--- src/rtl/batcharger_ctrl.sv ---
// Charge-sequencing FSM for the battery charger power stage.
// Walks trickle -> constant-current -> constant-voltage -> end-of-charge
// from ADC codes, with debounced transitions, a CV safety timer,
// temperature/enable abort and automatic recharge from END.
module batcharger_ctrl #(
   parameter int DEB_N = 4,
   parameter int TMR_W = 16,
   parameter int VRECH = 5
) (
   input  logic             clk,
   input  logic             rst,
   input  logic             en,
   input  logic [7:0]       vbat,
   input  logic [7:0]       ibat,
   input  logic [7:0]       tbat,
   input  logic [7:0]       vcutoff,
   input  logic [7:0]       vpreset,
   input  logic [7:0]       vtarget,
   input  logic [7:0]       iend,
   input  logic [7:0]       tempmin,
   input  logic [7:0]       tempmax,
   input  logic [TMR_W-1:0] tmax,
   output logic             cc,
   output logic             tc,
   output logic             cv,
   output logic             chg_done,
   output logic [2:0]       state
);

   typedef enum logic [2:0] {
      S_IDLE  = 3'd0,
      S_SENSE = 3'd1,
      S_TC    = 3'd2,
      S_CC    = 3'd3,
      S_CV    = 3'd4,
      S_END   = 3'd5
   } state_t;

   // Counter only has to reach DEB_N-1; the transition fires there.
   localparam int CNT_W = (DEB_N > 1) ? $clog2(DEB_N) : 1;
   localparam logic [CNT_W-1:0] CNT_LAST = CNT_W'(DEB_N - 1);
   localparam logic [9:0]       VRECH_C  = 10'(VRECH);

   state_t             state_q, state_d;
   logic [CNT_W-1:0]   cnt_q, cnt_d;
   logic [TMR_W-1:0]   tmr_q, tmr_d, tmr_inc;
   logic               cc_q, cc_d, tc_q, tc_d, cv_q, cv_d, done_q, done_d;
   logic               temp_ok, abort, cond, rech_low;

   assign temp_ok = (tbat >= tempmin) && (tbat <= tempmax);
   assign abort   = !en || !temp_ok;
   // vbat < sat(vtarget - VRECH) rewritten as vbat + VRECH < vtarget so the
   // clamp at zero falls out naturally (never true when vtarget < VRECH).
   assign rech_low = ({2'b00, vbat} + VRECH_C) < {2'b00, vtarget};

   // Next-state, debounce counter, CV timer and output decode.
   always_comb begin
      state_d = state_q;
      cnt_d   = '0;
      tmr_d   = '0;
      cond    = 1'b0;
      tmr_inc = (&tmr_q) ? tmr_q : tmr_q + 1'b1;
      case (state_q)
         S_IDLE: begin
            if (en && temp_ok) state_d = S_SENSE;
         end
         S_SENSE: begin
            if (vbat < vcutoff)      state_d = S_TC;
            else if (vbat < vpreset) state_d = S_CC;
            else if (vbat < vtarget) state_d = S_CV;
            else                     state_d = S_END;
         end
         S_TC: begin
            cond = (vbat >= vcutoff);
            if (cond && cnt_q == CNT_LAST) state_d = S_CC;
         end
         S_CC: begin
            cond = (vbat >= vpreset);
            if (cond && cnt_q == CNT_LAST) state_d = S_CV;
         end
         S_CV: begin
            cond  = (ibat <= iend);
            tmr_d = tmr_inc;
            if ((cond && cnt_q == CNT_LAST) || (tmax != '0 && tmr_inc == tmax))
               state_d = S_END;
         end
         S_END: begin
            cond = rech_low;
            if (cond && cnt_q == CNT_LAST) state_d = S_SENSE;
         end
         default: state_d = S_IDLE;
      endcase
      if (state_q != S_IDLE && abort) state_d = S_IDLE;
      // Timer only survives while staying in CV; any entry starts from zero.
      if (state_d != S_CV || state_q != S_CV) tmr_d = '0;
      if (cond && state_d == state_q)
         cnt_d = (cnt_q == CNT_LAST) ? cnt_q : cnt_q + 1'b1;
      tc_d   = (state_d == S_TC);
      cc_d   = (state_d == S_CC);
      cv_d   = (state_d == S_CV);
      done_d = (state_d == S_END);
   end

   // State, counters and registered Moore outputs.
   always_ff @(posedge clk or posedge rst) begin
      if (rst) begin
         state_q <= S_IDLE;
         cnt_q   <= '0;
         tmr_q   <= '0;
         cc_q    <= 1'b0;
         tc_q    <= 1'b0;
         cv_q    <= 1'b0;
         done_q  <= 1'b0;
      end else begin
         state_q <= state_d;
         cnt_q   <= cnt_d;
         tmr_q   <= tmr_d;
         cc_q    <= cc_d;
         tc_q    <= tc_d;
         cv_q    <= cv_d;
         done_q  <= done_d;
      end
   end

   assign cc       = cc_q;
   assign tc       = tc_q;
   assign cv       = cv_q;
   assign chg_done = done_q;
   assign state    = state_q;

endmodule
--- config.mk ---
export PLATFORM = sky130hd
export DESIGN_NAME = batcharger_ctrl
export DESIGN_NICKNAME = d
export VERILOG_FILES = /design/src/rtl/batcharger_ctrl.sv
export SDC_FILE = /design/constraint.sdc
export NUM_CORES = 1
export LEC_CHECK = 0
export CAP_MARGIN = 20
export CORE_UTILIZATION = 32
export CTS_BUF_LIST = sky130_fd_sc_hd__clkbuf_8
export DETAILED_ROUTE_END_ITERATION = 6
export DONT_BUFFER_PORTS = 1
export SYNTH_ARGS = -nofsm -noshare
export SYNTH_HDL_FRONTEND = slang
export SYNTH_SLANG_ARGS = --single-unit
--- constraint.sdc ---
create_clock -name clk -period 2.8 [get_ports clk]
set_clock_uncertainty 0.2 [all_clocks]
set_input_delay 0.7 -clock clk [delete_from_list [all_inputs] [get_ports clk]]
set_output_delay 0.7 -clock clk [all_outputs]
set_load 0.01 [all_outputs]
Word-level counts from Yosys, hierarchy flattened
Cells that the tools add are included.
Widths: inputs -> output; s select.

operators by class
  add/sub/neg operators = 3
  order comparisons = 9
  equal/unequal tests = 15
  muxes and demuxes = 16
  reduce and logical (&&, ||, !) cells = 18

operators by type and width
  operator               count
  $mux 16                3
  $ge 8x8->1             3
  $lt 8x8->1             3
  $mux 3                 8
  $pmux 3 s6             1
  $add 16x1->16 const B  1
  $eq 16x16->1           1
  $le 8x8->1             2
  $reduce_and 16->1      1
  $reduce_bool 16->1     1
  $eq 3x2->1 const B     4
  $eq 3x3->1 const B     4
  $add 8x3->9 const B    1
  $logic_and 1x1->1      9
  $lt 9x8->1             1
  $ne 3x3->1 const B     2
  $mux 2                 2
  $pmux 1 s4             1
  $eq 3x1->1 const B     1
  $eq 3x3->1             1
  $logic_not 3->1        1
  $logic_or 1x1->1       3
  $reduce_bool 3->1      1
  $add 2x1->2 const B    1
  4 further kinds        5

word-level totals
  register bits after elaboration = 25
  input port bits = 91
  output and inout port bits = 7
  word-level logic and storage cells = 68

Depth between registers and ports, before layout
Gate-level depths: netlist of the first run.

  word-level depth = 11
  depth in mapped cells = 12
  gate-level depth less buffers = 12

Worst setup path after synthesis of the first run
OpenSTA, ideal clock, no wires.

  kind = input -> register
  from = input vbat[0]
  to = register cnt_q[0]
  setup time = 0.119 ns
  arrival = 2.960 ns
  required time = 2.481 ns
  path slack = -0.479 ns
  cell stages on the path = 11
  path buffers = 0
  cells stage by stage = ha_1 o2111a_1 xor2_1 ha_1 and3_1 a221o_1 o21ai_0 a41oi_1 o2111a_1 a31o_1 and2_1

on the way
  cells in the longest elaborated chain, start to end = 9
  elaborated cells on any way between the ends = 23
  classes of those cells = add/sub: 1; order compare: 6; eq/ne: 2; mux: 10; reduce/logical: 4

RTL lines
  item                                            RTL line  source
  start: declaration                              13        input logic [7:0] vbat,
  $add 8x3->9 or $lt 8x8->1 (tied branches)       54, 70
  $lt 9x8->1 or $mux 1 (tied branches)            54, 70
  $logic_and 1x1->1 or $mux 3 (tied branches)     89, 69
  $mux 3 (on tied branches)                       89, 68
  $pmux 3 s6                                      63        case (state_q)
  $mux 3                                          93        if (state_q != S_IDLE && abort) state_d = S_IDLE;
  $eq 3x3->1                                      96        if (cond && state_d == state_q)
  $logic_and 1x1->1 *                             96
  $ne 2x2->1 (no line) or $mux 2 (tied branches)  -
  end signal: assignment                          116       cnt_q <= cnt_d;
  end: declaration                                45        logic [CNT_W-1:0] cnt_q, cnt_d;

Mark *: on every way between the ends. The rest lies on a longest branch, timed or not.
A chain may end at the register's enable or synchronous reset.

Worst setup path in the final report of the first run
Ends and elaborated chain as after synthesis.

==> results of run 1 <==
[routing by layer]
metal | GRT usage (%) | up-vias | part of all wire (%)
li1 | - | 1701 | -
met1 | 23.2 | 1624 | 46
met2 | 31.5 | 104 | 48
met3 | 2.69 | 14 | 4.8
met4 | 3.98 | 0 | 1.3
met5 | 0 | - | 0
[synthesized netlist by cell type, types with 3 or more instances]
library cell,count
inv_1,58
ha_1,57
a21oi_1,31
nor2_1,27
dfrtp_1,25
nand2_1,25
o21ai_0,18
xnor2_1,16
nand3_1,11
nor3_1,10
nand2b_1,9
nor4_1,9
a21o_1,8
and2_1,7
nand4_1,7
xor2_1,6
nor2b_1,5
a211oi_1,4
nor3b_1,4
o211ai_1,4
o31ai_1,4
a21boi_0,3
and3_1,3
and4_1,3
buf_2,3
clkbuf_1,3
mux2_2,3
o41ai_1,3
or4_1,3
[how the worst min path moves through the flow]
stage	start	end	slack, ns	cells after the start
after CTS	rst	cnt_q[0]	0.15	2
after global routing	rst	cnt_q[1]	0.16	2
after global placement	cnt_q[0]	cnt_q[0]	0.40	2
after floorplan	tmr_q[15]	tmr_q[14]	0.36	2
after detailed placement	cnt_q[0]	cnt_q[0]	0.40	2
final	rst	cnt_q[1]	0.14	2
[through the flow]
| step | utilization, % | cells | hold WS, ns |
|---|---|---|---|
| after floorplan | - | 420 | 0.363 |
| after global placement | 40.4 | 609 | 0.400 |
| after detailed placement | 40.4 | 609 | 0.404 |
| after CTS | 43.7 | 628 | 0.152 |
| after global routing | 47.1 | 635 | 0.165 |
| final | 47.1 | 635 | 0.142 |
[power by group]
part / switching, W / internal [W]
registers: 0.0000168 / 0.000381
clock network: 0.000136 / 0.000105
logic: 0.000357 / 0.000314
[cell type report]
type | instances | area, µm²
sequential | 25 | 631
tap | 133 | 166
timing repair buffer | 86 | 713
fill | 940 | 5270
clock buffer | 3 | 41.3
inverter | 58 | 228
multi-input combinational | 329 | 2900
clock inverter | 1 | 8.76
[worst reg2reg max path, cell delays in order (launching register included)]
cell and delay, ns:
dfrtp_1 0.41, ha_4 0.18, nand3_4 0.09, buf_6 0.16, buf_6 0.12, o41ai_4 0.25
o32a_1 0.25, nand3_4 0.10, nor4_4 0.28, o2111ai_2 0.18, a21o_1 0.25, a31o_1 0.19
and2_1 0.13
[sequential cells by signal, indices dropped and copies added (netlist names)]
name / flops
cv: 1
chg_done: 1
cnt_q: 2
cc: 1
tc: 1
state: 3
tmr_q: 16
[cell families (layout without fill, tap and decap cells)]
kind of cell,count (synthesis),after routing,synth area share [%]
compound gates,112,112,22.9
buf+inv,66,148,7.74
mux,5,5,1.61
fa+ha+maj,57,57,21.3
flops,25,25,18.7
xor+xnor,22,22,5.76
simple gates,133,133,22.0
[what timing repair did]
action,4_1_cts,5_1_grt
gates cloned,0,1
endpoints found under the hold margin,0,0
setup buffers,15,6
pin swaps,17,16
setup endpoints to repair,24,24
gates resized for setup,37,53
==> impl_metrics.env, run 1 <==
export IMPL_ff2ff_setup_slack_ns=-0.10
export IMPL_drive_above_1_share_pct=32.9
export IMPL_via_per_inst=5.42
export IMPL_cap_violations=0
export IMPL_area_delta_synth_final_pct=40.1
export IMPL_antenna_cells=0
export IMPL_fmax_mhz=344
export IMPL_fin_tns_setup_ns=-0.864
export IMPL_critPathMaxStageDelay_ns=0.32
export IMPL_path_buf_inv=0
export IMPL_outcome="finished with violations"
export IMPL_nNetsFinal=651
export IMPL_worstMarginPinSlew_ns=0.526
export IMPL_gr_usage_all_layers_pct=18.0
export IMPL_yosysWarnings=0
export IMPL_ys_async_sr_fraction_pct=100
export IMPL_synthDistinctLibCells=68
export IMPL_finalSetupViolCount=20
export IMPL_yosysTopAreaCell="ha_1"
export IMPL_crit_chain="ha_4 > o2111a_1 > xor2_1 > ha_1 > and3_4 > a221o_1 > o21ai_2 > a41oi_2 > o2111a_1 > a31o_1 > and2_1"
export IMPL_drtPass1Iterations=4
export IMPL_cpLargestDelayFamily="compound AO/OA/AOI/OAI gates"
export IMPL_synth_top_cell_area_share_pct=21.3
export IMPL_critPathMaxFanout=4
export IMPL_r2r_end="cnt_q[0]"
export IMPL_violations="setup timing"
export IMPL_clk_latency_ns=0.29
export IMPL_crit_slowest_cell="a221o_1"
export IMPL_initial_core_util_pct=33.6
export IMPL_hold_viol=0
export IMPL_die_w_um=104
export IMPL_cts_hold_buf=0
export IMPL_synth_edff_count=0
export IMPL_io_buffers=0
export IMPL_finalWorstSetupSlack_ns=-0.107
export IMPL_yosys_top_cells_area="ha_1, dfrtp_1, inv_1"
export IMPL_yosysSeqAreaShare_pct=18.7
export IMPL_num_rows=36
export IMPL_end_kind="flop"
export IMPL_routedWlPerCell_um=15.9
export IMPL_cts_sinks=25
export IMPL_synth_fp_nets=568
export IMPL_dieHeight_um=104
export IMPL_dr_first_iter_drc_count=159
export IMPL_grt_setup_unrepaired="true"
export IMPL_path_common_cell="o2111a_1"
export IMPL_power_total_w=0.00131
export IMPL_htreeDepth=1
export IMPL_ios=98
export IMPL_final_common_cell="buf_4"
export IMPL_max_slew_margin_pct=64.7
export IMPL_grt_max_degree=26
export IMPL_min_path_type="in2async"
export IMPL_cts_buffer_depth=2
export IMPL_routed_wl_mm=10.1
export IMPL_ys_ff_latch=25
export IMPL_p_per_area_nw_per_um2=279
export IMPL_hpwl_mm=7.95
export IMPL_coreArea_um2=9950
export IMPL_crit_type="in2reg"
export IMPL_worst_ir_drop_vdd_uv=146
export IMPL_numCtsBuffers=3
export IMPL_synth_main_ff_cell="dfrtp_1"
export IMPL_startpoint="vbat[0]"
export IMPL_grt_pass1_vias=3478
export IMPL_clock_root_buffer="clkbuf_8"
export IMPL_final_cell_mix="buf_4, inv_1, ha_1"
export IMPL_grt_pass1_wl_mm=16.1
export IMPL_fin_crit_sh_pct=104
export IMPL_num_vias=3443
export IMPL_fin_area_um2=4690
export IMPL_grt_ovfl_total=0
export IMPL_gp_congestion=0.884
export IMPL_period_needed_ns=2.91
export IMPL_r2r_start="tmr_q[1]"
export IMPL_cp_num_cells=11
export IMPL_ff2ff_path_depth=12
export IMPL_drc=0
export IMPL_antenna_found_initial=0
export IMPL_syn_area_um2=3350
export IMPL_postSynthAreaPerCell_um2=7.97
export IMPL_syn_instance_count=420
export IMPL_post_dp_cell_area_um2=4020
export IMPL_dieArea_um2=10900
export IMPL_worst_endpoint_required_ns=2.79
export IMPL_report_final_slew_viol_count=0
export IMPL_crit_path_end="cnt_q[0]"
export IMPL_leakage_nw=2.22
export IMPL_final_antenna_net_count=0
export IMPL_startpoint_type="input port"
export IMPL_cp_data_arrival_time_ns=2.90
export IMPL_cts_tree="yes"
export IMPL_pre_cts_ws_ns=-0.510
export IMPL_clk_pin_slew_worst_paths_ns=0.10
(Power assumes the default switching activity.)
==> run 2, diff against run 1 <==
--- a/config.mk
+++ b/config.mk
@@ -5,9 +5,11 @@
 export SDC_FILE = /design/constraint.sdc
 export NUM_CORES = 1
 export LEC_CHECK = 0
+export ABC_AREA = 1
 export CAP_MARGIN = 20
 export CORE_UTILIZATION = 32
 export CTS_BUF_LIST = sky130_fd_sc_hd__clkbuf_8
+export CTS_CLUSTER_DIAMETER = 40
 export DETAILED_ROUTE_END_ITERATION = 6
 export DONT_BUFFER_PORTS = 1
 export SYNTH_ARGS = -nofsm -noshare
==> run 2 against run 1 <==
  * The run still ends with setup timing left
  * Via count down 0.58%
  * Area after synthesis up 3.6%
  * Synthesized cell count up 28%
  * Non-clock buffer count down 43
  * Combinational power down 20%
  * Sequential cell count unchanged
  * Die area up 3.6%
  * Critical path depth up 7
  * Sequential share of layout area up 1.7 points
  * Critical path type unchanged
  * Critical endpoint is now tmr_q[7]
  * Highest routed layer unchanged
==> impl_metrics.env, run 2 <==
export IMPL_outcome="finished with violations"
export IMPL_violations="setup timing"
export IMPL_grt_pass1_wl_mm=14.5
export IMPL_regMostFlops="tmr_q"
export IMPL_cts_sinks=25
export IMPL_synthMuxAreaShare_pct=0.289
export IMPL_synthDistinctLibCells=29
export IMPL_gp_congestion=0.858
export IMPL_post_dp_cell_area_um2=3900
export IMPL_coreArea_um2=10400
export IMPL_cts_buffer_depth=2
export IMPL_initial_core_util_pct=33.3
export IMPL_p_per_area_nw_per_um2=288
export IMPL_cp_data_arrival_time_ns=2.84
export IMPL_worstMarginPinSlew_ns=0.328
export IMPL_cap_violations=0
export IMPL_fin_tns_setup_ns=-0.189
export IMPL_antenna_cells=0
export IMPL_yosys_area_share_adder_pct=20.6
export IMPL_drive_above_1_share_pct=16.1
export IMPL_largest_register_ffs=16
export IMPL_end_kind="flop"
export IMPL_final_cell_mix="nand2_1, inv_1, nor2_1"
export IMPL_final_common_cell="nand2_1"
export IMPL_worst_endpoint_required_ns=2.82
export IMPL_yosysTopAreaCell="ha_1"
export IMPL_report_final_slew_viol_count=0
export IMPL_via_per_inst=4.75
export IMPL_critPathMaxFanout=8
export IMPL_gr_usage_all_layers_pct=16.1
export IMPL_max_slew_margin_pct=78.2
export IMPL_ys_ff_latch=25
export IMPL_holdWs_ns=0.149
export IMPL_yosysMostFrequentCell="nand2_1"
export IMPL_crit_type="in2reg"
export IMPL_num_rows=37
export IMPL_routedWlPerCell_um=12.5
export IMPL_leakage_nw=2.21
export IMPL_grt_setup_unrepaired="true"
export IMPL_grt_max_degree=26
export IMPL_finalSetupViolCount=17
export IMPL_worst_ir_drop_vdd_uv=161
export IMPL_fin_area_um2=4130
export IMPL_synth_simple_area_share_pct=36.1
export IMPL_ff2ff_setup_slack_ns=0.15
export IMPL_syn_area_um2=3470
export IMPL_grt_pass1_vias=3211
export IMPL_ys_async_sr_fraction_pct=100
export IMPL_num_vias=3423
export IMPL_nNetsFinal=733
export IMPL_pre_cts_ws_ns=-0.349
export IMPL_fmax_mhz=355
export IMPL_yosysWarnings=0
export IMPL_antenna_found_initial=0
export IMPL_hpwl_mm=7.57
export IMPL_ys_top_cells_by_count="nand2_1, inv_1, nor2_1"
export IMPL_synth_edff_count=0
export IMPL_startpoint_type="input port"
export IMPL_clk_pin_slew_worst_paths_ns=0.10
export IMPL_synth_top_family_by_area="simple AND/OR/NAND/NOR gates"
export IMPL_synth_top_cell_area_share_pct=20.6
export IMPL_clock_root_buffer="clkbuf_8"
export IMPL_syn_instance_count=539
export IMPL_cts_tree="yes"
export IMPL_dieArea_um2=11300
export IMPL_area_delta_synth_final_pct=19.2
export IMPL_synth_fp_nets=687
export IMPL_drc=0
export IMPL_finalWorstSetupSlack_ns=-0.0204
export IMPL_cts_hold_buf=0
export IMPL_synthXorXnorAreaFrac_pct=4.51
export IMPL_drtPass1Iterations=4
export IMPL_final_antenna_net_count=0
export IMPL_numCtsBuffers=3
export IMPL_die_w_um=106
export IMPL_ios=98
export IMPL_dr_first_iter_drc_count=274
export IMPL_hold_viol=0
export IMPL_grt_ovfl_total=0
export IMPL_period_needed_ns=2.82
export IMPL_yosysSeqAreaShare_pct=18.0
export IMPL_dieHeight_um=106
export IMPL_fin_crit_sh_pct=101
export IMPL_routed_wl_mm=8.98
export IMPL_postSynthAreaPerCell_um2=6.43
export IMPL_htreeDepth=1
export IMPL_min_path_type="in2async"
export IMPL_synth_compound_area_share_pct=7.47
export IMPL_synth_main_ff_cell="dfrtp_1"
export IMPL_clk_latency_ns=0.28
export IMPL_io_buffers=0
export IMPL_yosys_top_cells_area="ha_1, dfrtp_1, nand2_1"
==> run 2: repair_timing <==
action / CTS / global route
cloned: 1 / 0
pin swaps: 11 / 5
setup buffers: 6 / 1
resized for setup: 5 / 21
endpoints found under the setup margin: 16 / 22
==> run 2: kinds of logic (layout without fill, tap and decap cells) <==
logic type               Yosys count  after routing
XOR/XNOR                          17             17
flip-flops                        25             25
adder cells (fa/ha/maj)           57             57
AND/OR/NAND/NOR                  277            277
multiplexers                       1              1
buffers and inverters            114            159
AO/OA/AOI/OAI                     48             48
==> run 2: critical path: stages <==
cell	delay, ns
ha_4	0.13
o21a_1	0.19
nand3_2	0.07
xor2_1	0.15
inv_1	0.09
ha_4	0.27
nand2_2	0.03
nand3b_1	0.17
nor3_1	0.18
nand2_1	0.10
nand3_1	0.08
nand2_1	0.07
nand2_2	0.10
nand2_4	0.07
inv_4	0.07
nand3_4	0.10
buf_16	0.18
nor2_2	0.07
==> run 2: path summary, 6_finish.rpt <==
check / start / to / cells after the start
worst max-delay path: vbat[0] / tmr_q[7] / 18
worst min-delay path: rst / tmr_q[3] / 2
worst max register to register: tmr_q[0] / tmr_q[12] / 19
worst min register to register: cnt_q[1] / cnt_q[1] / 2
max in group asynchronous: rst / tmr_q[11] / 2
min in group clk: cnt_q[1] / cnt_q[1] / 2
==> run 2: metrics by stage <==
step           total power (W)  instances  util [%]
6_report               0.00119        720      39.7
5_1_grt                0.00130        720      39.7
4_1_cts                0.00118        719      38.8
3_5_place_dp          0.000926        708      37.4
2_1_floorplan         0.000780        539         -
3_3_place_gp          0.000911        708      37.4
==> run 2: area by class of cell <==
class	count	area (µm²)
Fill cell	1102	6280
Multi-Input combinational cell	400	2510
Sequential cell	25	626
Inverter	112	425
Timing Repair Buffer	43	355
Tap cell	136	170
Clock buffer	3	41.3
Clock inverter	1	8.76
==> run 2: report_power, final <==
part	leakage (nW)	total [W]	internal [W]	switching (W)
clock network	0.0261	0.000231	0.000105	0.000126
logic	1.83	0.000538	0.000223	0.000315
registers	0.347	0.000421	0.000386	0.0000347
total	2.21	0.00119	0.000714	0.000476
==> run 2: routing by layer <==
| metal | global-route usage (%) | part of all wire, % | vias to the layer above |
|---|---|---|---|
| met5 | 0 | 0 | - |
| met4 | 3.27 | 1.1 | 0 |
| met3 | 3.25 | 5.5 | 7 |
| met2 | 29.3 | 49 | 79 |
| met1 | 19.4 | 44 | 1540 |
| li1 | - | - | 1797 |
==> run 3, diff against run 2 <==
--- a/config.mk
+++ b/config.mk
@@ -7,11 +7,14 @@
 export LEC_CHECK = 0
 export ABC_AREA = 1
 export CAP_MARGIN = 20
+export CELL_PAD_IN_SITES_DETAIL_PLACEMENT = 1
+export CELL_PAD_IN_SITES_GLOBAL_PLACEMENT = 1
 export CORE_UTILIZATION = 32
 export CTS_BUF_LIST = sky130_fd_sc_hd__clkbuf_8
 export CTS_CLUSTER_DIAMETER = 40
 export DETAILED_ROUTE_END_ITERATION = 6
 export DONT_BUFFER_PORTS = 1
+export PLACE_DENSITY_LB_ADDON = 0.1
 export SYNTH_ARGS = -nofsm -noshare
 export SYNTH_HDL_FRONTEND = slang
 export SYNTH_SLANG_ARGS = --single-unit
==> run 3 against run 2 <==
  * The run still ends with setup timing left
  * Count of clock-buffer cells in the layout unchanged
  * Critical path depth unchanged
  * Register-to-register slack worse by 0.04 ns
  * Highest routed layer unchanged
  * Non-clock buffer count up 3
  * Largest cell class unchanged
  * Die area unchanged
==> impl_metrics.env, run 3 (same netlist as run 2, synthesis figures left out) <==
export IMPL_outcome="finished with violations"
export IMPL_violations="setup timing"
export IMPL_grt_pass1_wl_mm=16.9
export IMPL_die_w_um=106
export IMPL_period_needed_ns=2.80
export IMPL_final_antenna_net_count=0
export IMPL_numCtsBuffers=3
export IMPL_nNetsFinal=736
export IMPL_grt_ovfl_total=0
export IMPL_coreArea_um2=10400
export IMPL_antenna_found_initial=0
export IMPL_leakage_nw=2.23
export IMPL_worstMarginPinSlew_ns=0.337
export IMPL_hold_viol=0
export IMPL_cap_violations=0
export IMPL_utilization_pct=40.0
export IMPL_dr_first_iter_drc_count=108
export IMPL_power_total_w=0.00121
export IMPL_ios=98
export IMPL_cp_data_arrival_time_ns=2.80
export IMPL_holdWs_ns=0.168
export IMPL_num_rows=37
export IMPL_pre_cts_ws_ns=-0.427
export IMPL_gr_usage_all_layers_pct=18.6
export IMPL_dieArea_um2=11300
export IMPL_finalSetupViolCount=1
export IMPL_final_cell_mix="nand2_1, inv_1, nor2_1"
export IMPL_grt_max_degree=26
export IMPL_antenna_cells=0
export IMPL_num_vias=3449
export IMPL_min_path_type="in2async"
export IMPL_drive_above_1_share_pct=17.2
export IMPL_dieHeight_um=106
export IMPL_worst_ir_drop_vdd_uv=277
export IMPL_clk_pin_slew_worst_paths_ns=0.09
export IMPL_worst_endpoint_required_ns=2.80
export IMPL_gp_congestion=0.778
export IMPL_initial_core_util_pct=33.3
export IMPL_fmax_mhz=357
export IMPL_crit_type="in2reg"
export IMPL_ff2ff_setup_slack_ns=0.11
export IMPL_fin_tns_setup_ns=-0.00352
export IMPL_cts_tree="yes"
export IMPL_io_buffers=0
export IMPL_routedWlPerCell_um=13.9
export IMPL_cts_sinks=25
export IMPL_htreeDepth=1
export IMPL_startpoint="vbat[0]"
export IMPL_critPathMaxFanout=8
export IMPL_cts_hold_buf=0
export IMPL_largest_register_ffs=16
export IMPL_routed_wl_mm=10.1
export IMPL_report_final_slew_viol_count=0
export IMPL_regMostFlops="tmr_q"
export IMPL_drc=0
export IMPL_area_delta_synth_final_pct=20.1
export IMPL_clk_latency_ns=0.27
export IMPL_final_common_cell="nand2_1"
export IMPL_hpwl_mm=8.79
export IMPL_max_slew_margin_pct=77.5
export IMPL_r2r_start="tmr_q[0]"
export IMPL_via_per_inst=4.77
export IMPL_cts_buffer_depth=2
export IMPL_grt_pass1_vias=3635
export IMPL_drtPass1Iterations=4
export IMPL_end_kind="flop"
export IMPL_clock_root_buffer="clkbuf_8"
export IMPL_fin_crit_sh_pct=100
export IMPL_fillers=1373
export IMPL_grt_setup_unrepaired="true"
export IMPL_p_per_area_nw_per_um2=289
export IMPL_startpoint_type="input port"
export IMPL_finalWorstSetupSlack_ns=-0.00352
==> run 3: changes by cell type in the layout (fill, tap and decap cells not counted), moves of 2 or more <==
cell	delta
inv_2	+2
nand2_1	-2
nand2_2	+2
buf_6	+2
==> run 3: cell type report <==
cell class | instances | area, µm² | share of cell area [%]
Clock inverter | 1 | 3.75 | 0.0901
Timing Repair Buffer | 46 | 385 | 9.25
Tap cell | 136 | 170 | 4.09
Clock buffer | 3 | 41.3 | 0.991
Sequential cell | 25 | 627 | 15.0
Inverter | 112 | 423 | 10.2
Multi-Input combinational cell | 400 | 2510 | 60.4
==> run 3: stage by stage <==
stage,cells,instance area [µm²]
2_1_floorplan,539,3480
3_3_place_gp,712,3910
3_5_place_dp,712,3910
4_1_cts,721,4070
5_1_grt,723,4170
6_report,723,4170
==> run 3: worst paths after layout <==
| check | to | cells past startpoint |
|---|---|---|
| worst min register to register | cnt_q[0] | 2 |
| worst max-delay path | tmr_q[2] | 18 |
| min in group clk | cnt_q[0] | 2 |
| worst max register to register | tmr_q[14] | 18 |
| worst min-delay path | tmr_q[13] | 2 |
| max in group asynchronous | tmr_q[2] | 2 |
==> run 3: worst max-delay path, stage by stage <==
cell and delay (ns):
ha_4 0.14, o21a_1 0.19, nand3_2 0.07, xor2_1 0.14, inv_1 0.09, ha_4 0.27, nand2_2 0.03, nand3b_1 0.19
nor3_2 0.13, nand2_1 0.09, nand3_1 0.08, nand2_1 0.07, nand2_2 0.09, nand2_2 0.07, inv_2 0.09, nand3_4 0.11
buf_12 0.17, nor2_1 0.08
==> run 3: power breakdown <==
| part | internal [W] | switching [W] | leakage [nW] | total, W |
|---|---|---|---|---|
| logic | 0.000241 | 0.000349 | 1.85 | 0.000590 |
| registers | 0.000386 | 0.0000168 | 0.346 | 0.000403 |
| clock network | 0.0000982 | 0.000114 | 0.0269 | 0.000213 |
==> run 3: per-layer routing <==
metal	wire length [µm]	up-vias	global-route usage [%]
met3	328	2	2.27
met1	4900	1595	25.4
met5	0	-	0
met4	26	0	1.69
met2	4800	58	32.4
li1	-	1794	-
==> run 3: repair_timing <==
action	CTS	global route
pin swaps	9	10
buffers inserted	4	3
cloned	1	0
hold endpoints to repair	0	0
setup endpoints to repair	17	21
resized for setup	6	25
